`src/rtl/store_buffer_if.sv`:
```
// Store-port / memory-port / forwarding bundle for store_buffer.
// slave = buffer side, master = core/memory side.
interface store_buffer_if #(
    parameter int WIDTH    = 32,
    parameter int ADDRSIZE = 8
);
    logic                cpu_we;
    logic [ADDRSIZE-1:0] cpu_addr;
    logic [WIDTH-1:0]    cpu_wdata;
    logic                cpu_full;
    logic                overflow;
    logic                empty;
    logic                mem_valid;
    logic                mem_ready;
    logic [ADDRSIZE-1:0] mem_addr;
    logic [WIDTH-1:0]    mem_wdata;
    logic [ADDRSIZE-1:0] fwd_addr;
    logic                fwd_hit;
    logic [WIDTH-1:0]    fwd_data;

    modport slave (
        input  cpu_we, cpu_addr, cpu_wdata, mem_ready, fwd_addr,
        output cpu_full, overflow, empty, mem_valid, mem_addr, mem_wdata,
               fwd_hit, fwd_data
    );

    modport master (
        output cpu_we, cpu_addr, cpu_wdata, mem_ready, fwd_addr,
        input  cpu_full, overflow, empty, mem_valid, mem_addr, mem_wdata,
               fwd_hit, fwd_data
    );
endinterface

```
`src/rtl/store_buffer.sv`:
```
// Posted-write FIFO between the core store port and data memory.
// Define STORE_BUF_FWD_EN to compile in store-to-load forwarding.
module store_buffer #(
    parameter int WIDTH    = 32,
    parameter int ADDRSIZE = 8,
    parameter int DEPTH    = 4
) (
    input  logic           clk,
    input  logic           nrst,
    store_buffer_if.slave  sb_io
);
    localparam int PW = $clog2(DEPTH);
    localparam logic [PW:0] FULL_CNT = (PW+1)'(DEPTH);

    logic [ADDRSIZE-1:0] addr_q [DEPTH];
    logic [WIDTH-1:0]    data_q [DEPTH];
    logic [PW-1:0]       wp_q, wp_d;
    logic [PW-1:0]       rp_q, rp_d;
    logic [PW:0]         cnt_q, cnt_d;
    logic                ovf_q, ovf_d;
    logic                full;
    logic                push;
    logic                pop;

    // Full is judged on the current count only, so a same-cycle pop never rescues a push.
    always_comb begin
        full  = (cnt_q == FULL_CNT);
        push  = sb_io.cpu_we && !full;
        pop   = (cnt_q != '0) && sb_io.mem_ready;
        wp_d  = push ? wp_q + 1'b1 : wp_q;
        rp_d  = pop  ? rp_q + 1'b1 : rp_q;
        cnt_d = cnt_q;
        if (push && !pop) begin
            cnt_d = cnt_q + 1'b1;
        end else if (!push && pop) begin
            cnt_d = cnt_q - 1'b1;
        end
        ovf_d = ovf_q | (sb_io.cpu_we & full);
    end

    always_ff @(posedge clk or negedge nrst) begin
        if (!nrst) begin
            wp_q  <= '0;
            rp_q  <= '0;
            cnt_q <= '0;
            ovf_q <= 1'b0;
            for (int unsigned i = 0; i < DEPTH; i++) begin
                addr_q[i] <= '0;
                data_q[i] <= '0;
            end
        end else begin
            wp_q  <= wp_d;
            rp_q  <= rp_d;
            cnt_q <= cnt_d;
            ovf_q <= ovf_d;
            if (push) begin
                addr_q[wp_q] <= sb_io.cpu_addr;
                data_q[wp_q] <= sb_io.cpu_wdata;
            end
        end
    end

    assign sb_io.cpu_full  = full;
    assign sb_io.empty     = (cnt_q == '0);
    assign sb_io.mem_valid = (cnt_q != '0);
    assign sb_io.overflow  = ovf_q;
    assign sb_io.mem_addr  = addr_q[rp_q];
    assign sb_io.mem_wdata = data_q[rp_q];

`ifdef STORE_BUF_FWD_EN
    logic             fwd_hit_c;
    logic [WIDTH-1:0] fwd_data_c;
    logic [PW-1:0]    idx;

    // Walk oldest to youngest so the last match seen is the youngest one.
    always_comb begin
        fwd_hit_c  = 1'b0;
        fwd_data_c = '0;
        idx        = '0;
        for (int unsigned i = 0; i < DEPTH; i++) begin
            idx = rp_q + PW'(i);
            if (((PW+1)'(i) < cnt_q) && (addr_q[idx] == sb_io.fwd_addr)) begin
                fwd_hit_c  = 1'b1;
                fwd_data_c = data_q[idx];
            end
        end
    end

    assign sb_io.fwd_hit  = fwd_hit_c;
    assign sb_io.fwd_data = fwd_data_c;
`else
    logic unused_fwd_addr;

    assign unused_fwd_addr = ^sb_io.fwd_addr;
    assign sb_io.fwd_hit   = 1'b0;
    assign sb_io.fwd_data  = '0;
`endif
endmodule

```
`src/flat_wrapper.sv`:
```
// flat-port wrapper written by rule: the top's interface ports become plain ports
module store_buffer_flat 
#(
    parameter int WIDTH    = 32,
    parameter int ADDRSIZE = 8,
    parameter int DEPTH    = 4
)
  (clk, nrst, sb_io_cpu_we, sb_io_cpu_addr, sb_io_cpu_wdata, sb_io_mem_ready, sb_io_fwd_addr, sb_io_cpu_full, sb_io_overflow, sb_io_empty, sb_io_mem_valid, sb_io_mem_addr, sb_io_mem_wdata, sb_io_fwd_hit, sb_io_fwd_data);
  store_buffer_if #(.WIDTH(WIDTH), .ADDRSIZE(ADDRSIZE)) sb_io_i ();
  input  logic clk;
  input  logic nrst;
  input wire logic [$bits(sb_io_i.cpu_we)-1:0] sb_io_cpu_we;
  input wire logic [$bits(sb_io_i.cpu_addr)-1:0] sb_io_cpu_addr;
  input wire logic [$bits(sb_io_i.cpu_wdata)-1:0] sb_io_cpu_wdata;
  input wire logic [$bits(sb_io_i.mem_ready)-1:0] sb_io_mem_ready;
  input wire logic [$bits(sb_io_i.fwd_addr)-1:0] sb_io_fwd_addr;
  output wire logic [$bits(sb_io_i.cpu_full)-1:0] sb_io_cpu_full;
  output wire logic [$bits(sb_io_i.overflow)-1:0] sb_io_overflow;
  output wire logic [$bits(sb_io_i.empty)-1:0] sb_io_empty;
  output wire logic [$bits(sb_io_i.mem_valid)-1:0] sb_io_mem_valid;
  output wire logic [$bits(sb_io_i.mem_addr)-1:0] sb_io_mem_addr;
  output wire logic [$bits(sb_io_i.mem_wdata)-1:0] sb_io_mem_wdata;
  output wire logic [$bits(sb_io_i.fwd_hit)-1:0] sb_io_fwd_hit;
  output wire logic [$bits(sb_io_i.fwd_data)-1:0] sb_io_fwd_data;
  assign sb_io_i.cpu_we = sb_io_cpu_we;
  assign sb_io_i.cpu_addr = sb_io_cpu_addr;
  assign sb_io_i.cpu_wdata = sb_io_cpu_wdata;
  assign sb_io_i.mem_ready = sb_io_mem_ready;
  assign sb_io_i.fwd_addr = sb_io_fwd_addr;
  assign sb_io_cpu_full = sb_io_i.cpu_full;
  assign sb_io_overflow = sb_io_i.overflow;
  assign sb_io_empty = sb_io_i.empty;
  assign sb_io_mem_valid = sb_io_i.mem_valid;
  assign sb_io_mem_addr = sb_io_i.mem_addr;
  assign sb_io_mem_wdata = sb_io_i.mem_wdata;
  assign sb_io_fwd_hit = sb_io_i.fwd_hit;
  assign sb_io_fwd_data = sb_io_i.fwd_data;
  store_buffer #(.WIDTH(WIDTH), .ADDRSIZE(ADDRSIZE), .DEPTH(DEPTH)) u_core (.clk(clk), .nrst(nrst), .sb_io(sb_io_i));
endmodule
```
`config.mk`:
```
export PLATFORM = sky130hd
export DESIGN_NAME = store_buffer_flat
export DESIGN_NICKNAME = d
export VERILOG_FILES = /design/src/rtl/store_buffer_if.sv /design/src/rtl/store_buffer.sv /design/src/flat_wrapper.sv
export SDC_FILE = /design/constraint.sdc
export NUM_CORES = 1
export LEC_CHECK = 0
export ABC_CLOCK_PERIOD_IN_PS = 2650
export CELL_PAD_IN_SITES_DETAIL_PLACEMENT = 0
export CELL_PAD_IN_SITES_GLOBAL_PLACEMENT = 2
export CORE_MARGIN = 2
export CORE_UTILIZATION = 45
export CTS_CLUSTER_DIAMETER = 200
export CTS_CLUSTER_SIZE = 30
export DETAILED_ROUTE_END_ITERATION = 8
export DONT_BUFFER_PORTS = 1
export PLACE_DENSITY = 0.8
export SYNTH_ARGS = -nofsm -noshare
export SYNTH_HDL_FRONTEND = slang
export SYNTH_SLANG_ARGS = --single-unit
```
`constraint.sdc`:
```
create_clock -name clk -period 2.65 [get_ports clk]
set_clock_uncertainty 0.05 [all_clocks]
set_input_delay 0.3975 -clock clk [delete_from_list [all_inputs] [get_ports clk]]
set_output_delay 0.3975 -clock clk [all_outputs]
set_load 0.1 [all_outputs]
```
# After elaboration in Yosys (flattened, before gate mapping)
# Cells that the tools add are included.
# word_totals
ramBits	0
wordCells	49
mem_count	0
latchBits	0
mem_bits_ro	0
regBits	168
out_inout_bits	77
# op_classes
div_mod_pow	0
eq_ne	1
order_cmp	3
bitwise_logic	4
add_sub_neg	4
n_reduce_logical	11
n_mul	0
n_shift	0
mux	14
# ops
operator	n
bitwise mux 128 bit	1
two-way mux 32 bit	3
binary-select mux 32 bit (select 2 bit)	1
demux 32 bit (select 2 bit)	1
bitwise mux 32 bit	1
two-way mux 8 bit	3
binary-select mux 8 bit (select 2 bit)	1
demux 8 bit (select 2 bit)	1
>= comparator 3 bit, second input constant	2
two-way mux 3 bit	2
NOT 2 -> 3 bit	2
logical AND 1 bit	5
adder 2 x 1 -> 2 bit, second input constant	2
adder 3 x 1 -> 3 bit, second input constant	1
equality test 3 bit, second input constant	1
zero test 1 bit	3
zero test 3 bit	1
less-than comparator 3 x 1 -> 1 bit, second input constant	1
nonzero test 3 bit	1
subtractor 3 x 1 -> 3 bit, second input constant	1
nonzero test 2 bit	1
AND 1 bit	1
bitwise OR 1 bit	1

# Logic depth before layout (Yosys ltp)
# depth
ltp_word	7
depth_mapped	8
mapped_depth_nobuf	8

# Least setup slack after synthesis
# No wires, ideal clock.
# synth_path
kind	register to register
start	register u_core.cnt_q[0]
end	register u_core.cnt_q[1]
arrival_ps	3084
path_slack_ps	-609
path_buffers	0
synth_period_minus_slack_ps	3259
path_stages_with_launch	7
required_ps	2475
cell_sequence	dfrtp_1 -> nor3b_2 -> nor2b_1 -> ha_1 -> inv_1 -> fa_1 -> mux2_2
# synth_via
word_cells_on_any_way	14
# synth_rtl
element	line_no	rtl
start: declaration	store_buffer.sv:19	logic [PW:0] cnt_q, cnt_d;
start signal: assignment	store_buffer.sv:54	cnt_q <= cnt_d;
equality test 3 bit	store_buffer.sv:27	full = (cnt_q == FULL_CNT);
via sb_io_cpu_full	flat_wrapper.sv:17	output wire logic [$bits(sb_io_i.cpu_full)-1:0] sb_io_cpu_full;
zero test 1 bit	store_buffer.sv:28	push = sb_io.cpu_we && !full;
logical AND 1 bit	store_buffer.sv:28	
via u_core.push	store_buffer.sv:22	logic push;
logical AND 1 bit	store_buffer.sv:33	if (push && !pop) begin
two-way mux 3 bit	store_buffer.sv:33	
via u_core.cnt_d[1]	store_buffer.sv:19	
# The timed path passes the listed nets, and every way through them passes these cells. The select of a mux whose other input is x is not followed.
# A chain may end at the register's enable or synchronous reset.

# Worst setup path in the final report
# layout_path
start	register u_core.rp_q[0]
end	output port sb_io_mem_wdata[24]
# layout_via
elab_chain_len	4
# layout_lines
element	line_no	rtl
start: declaration	store_buffer.sv:18	logic [PW-1:0] rp_q, rp_d;
start signal: assignment	store_buffer.sv:53	rp_q <= rp_d;
NOT 2 -> 3 bit (implied by the code)	store_buffer.sv:68	assign sb_io.mem_wdata = data_q[rp_q];
binary-select mux 32 bit (select 2 bit)	store_buffer.sv:68	
two-way mux 32 bit (implied by the code) (2 in a row)	store_buffer.sv:68	
end: declaration	flat_wrapper.sv:22	output wire logic [$bits(sb_io_i.mem_wdata)-1:0] sb_io_mem_wdata;
# Every way passes these cells. The select of a mux whose other input is x is not followed.

==> summary.txt <==
Synth
  • YS warnings: 0
  • Seq/Total Area, Yosys: a little under three fifths
  • Seq cells post-synth: 168
  • Synth cell types: 20
  • Synthesized area: approximately 0.0075 mm^2
  • Syn avg cell area: roughly 16 um^2
  • Post-Synthesis Cells: roughly 460

Clock network
  • CTS Buf Count: 17
  • Reg clk slew, reported paths: approximately 0.06 ns
  • Worst skew pair latency: 0.41 ns
  • Clk root buf: clkbuf_16
  • H-tree depth: 4
  • # clock sinks: ~170
  • Post-CTS sizing: 0
  • CTS tree: done
  • Clk buf depth: 2
  • Setup repair bufs after CTS: 0

Place
  • Post-DP HPWL: ~8.5 mm
  • GP Congestion: ~0.68
  • Area after DPL: around 0.0078 mm^2
  • Input/output buffers: 0

STA
  • Worst slew pin tran: about 0.9 ns
  • Tmin final: 2.46 ns
  • Fin. max-slew vios: 0
  • Final Setup Violations: 0
  • Worst rel slew slack: roughly two fifths
  • Fmax: 0.407 GHz
  • Hold_ws: -0.378 ns
  • RSZ-0062 raised after global routing: no
  • Final Cycle Share: between 90% and 100%
  • Final hold vios: 168

Run status
  • Outcome: finished with violations
  • Failing checks: hold timing

Setup path
  • Critical Path AT: ~2 ns
  • Slowest CP cell: mux4_2
  • R2R Path Start: u_core.wp_q[0]
  • R2r setup slk: approximately 0.25 ns
  • Worst EP required: around 2.2 ns
  • CP top delay family: multiplexers
  • Worst-path maximum fanout: 18
  • Critical Path Sink Type: output pin
  • CP max stage delay: about 0.84 ns
  • Reg2Reg Depth: 6
  • Crit path launch type: flop
  • Reg2reg end: u_core.addr_q[24]
  • Critical path type: flop to output pin
  • Critical-path cell list: buf_4 -> mux4_2
  • Bufs and invs on worst path: 1

Drt
  • Routed wire length: 14.1 mm
  • Avg Vias per Cell: 5.38
  • Avg WL per Cell: around 20 um
  • DR pass1 iterations: 4
  • Initial DRC count: 183
  • Vias: 3741
  • DRC Markers: 0
  • Antenna Nets Post-Route: 0

Cells and area
  • Most common cell after layout, fill and taps aside: dfrtp_1
  • Most frequent cells in the layout: 166 x dfrtp_1, 162 x mux2_2, 40 x mux4_2
  • Final nets: approximately 520
  • Antenna Cells: 0
  • Fin area: ~0.0083 mm^2
  • Area growth syn-to-layout: 10.6%
  • Share of cells above drive strength 1: between 50 and 60%

Floorplanning
  • Die X: between 100 and 150 um
  • Starting Density: 45.7%
  • IO Pins: roughly 130
  • Die H: around 130 um
  • Die area: ~0.018 mm^2
  • Core Rows: between 40 and 50
  • Core Area: between 0.015 and 0.02 mm^2

Global route
  • Initial antenna violation count: 0
  • First-pass GRT wire length: 22.5 mm
  • Vias in the first global route: approximately 4100
  • Pin count of the biggest net entering global routing: approximately 170
  • Grt ovf: 0
  • GRT Resource Usage Total: ~17%

Worst hold path
  • Hold Path Class: input pin to asynchronous set/reset pin

Run
  • Max-cap violations: 0
-- cell usage after synthesis --
master	number	area, um^2
buf_1	4	15.0
ha_1	5	62.6
or3_1	1	6.26
fa_1	1	20.0
nor3b_2	1	12.5
nand2_1	5	18.8
nand3_1	1	5.00
nor2b_1	1	6.26
buf_4	33	248
clkbuf_1	2	7.51
xnor2_1	4	35.0
a21o_1	1	7.51
mux4_2	40	901
dfrtp_1	168	4200
mux2_2	162	1820
inv_1	4	15.0
nor2_1	5	18.8
xor2_1	2	17.5
conb_1	1	3.75
buf_2	20	100
-- worst max path at each step --
stage | from | end | slack (ns) | cells past startpoint
after floorplan | u_core.cnt_q[1] | u_core.cnt_q[1] | -0.006 | 6
after global placement | u_core.wp_q[0] | u_core.addr_q[25] | 0.19 | 6
after detailed placement | u_core.wp_q[0] | u_core.addr_q[24] | 0.18 | 6
after CTS | u_core.rp_q[0] | sb_io_mem_addr[1] | 0.13 | 2
after global routing | u_core.wp_q[0] | u_core.data_q[119] | 0.07 | 6
final | u_core.rp_q[0] | sb_io_mem_wdata[24] | 0.19 | 2
-- kinds of logic (layout without fill, tap and decap cells) --
kind of cell | after synthesis | after routing | synth area share [%]
fa+ha+maj | 6 | 6 | 1.10
compound gates | 1 | 1 | 0.0998
xor+xnor | 6 | 6 | 0.698
simple gates | 14 | 14 | 0.898
other cells | 1 | 33 | 0.0498
flops | 168 | 168 | 55.8
buf+inv | 63 | 46 | 5.12
mux | 202 | 202 | 36.2
-- per-layer routing --
metal / global-route usage, % / up-vias / part of all wire [%]
li1: - / 1613 / -
met1: 21.4 / 2015 / 43
met2: 27.3 / 93 / 50
met3: 4.83 / 20 / 5.1
met4: 6.80 / 0 / 1.7
met5: 0 / - / 0
-- final cells by class --
cell class	count	area, um^2
Fill cell	1365	8140
Sequential cell	168	4210
Multi-Input combinational cell	262	3100
Clock buffer	21	470
Tap cell	220	275
Timing Repair Buffer	13	180
Clock inverter	8	75.1
Inverter	4	15.0
-- metrics by stage --
step | instances | hold slack, ns | setup TNS, ns | util (%) | setup WS [ns]
final | 696 | -0.378 | 0 | 50.5 | 0.190
after detailed placement | 667 | 0.0562 | 0 | 47.2 | 0.178
after floorplan | 493 | 0.0519 | -0.00565 | - | -0.00565
after global placement | 667 | 0.0567 | 0 | 47.2 | 0.187
after CTS | 696 | -0.399 | 0 | 50.5 | 0.129
after global routing | 696 | -0.410 | 0 | 50.5 | 0.0691
-- worst register-to-register path, cell delays in order (launching register included) --
cell     delay, ns
dfrtp_1       0.40
inv_1         0.12
ha_1          0.16
nand2_1       0.08
nor2_4        0.69
buf_4         0.41
mux2_2        0.38
-- state kept, by name (all words and copies together), names as in the netlist --
signal and flops:
u_core.addr_q 32, u_core.cnt_q 3, u_core.data_q 128, u_core.rp_q 2, u_core.sb_io.overflow 1, u_core.wp_q 2
Power is not shown: default switching activity piles up to over one toggle a cycle in this logic, so the estimate is an artifact.
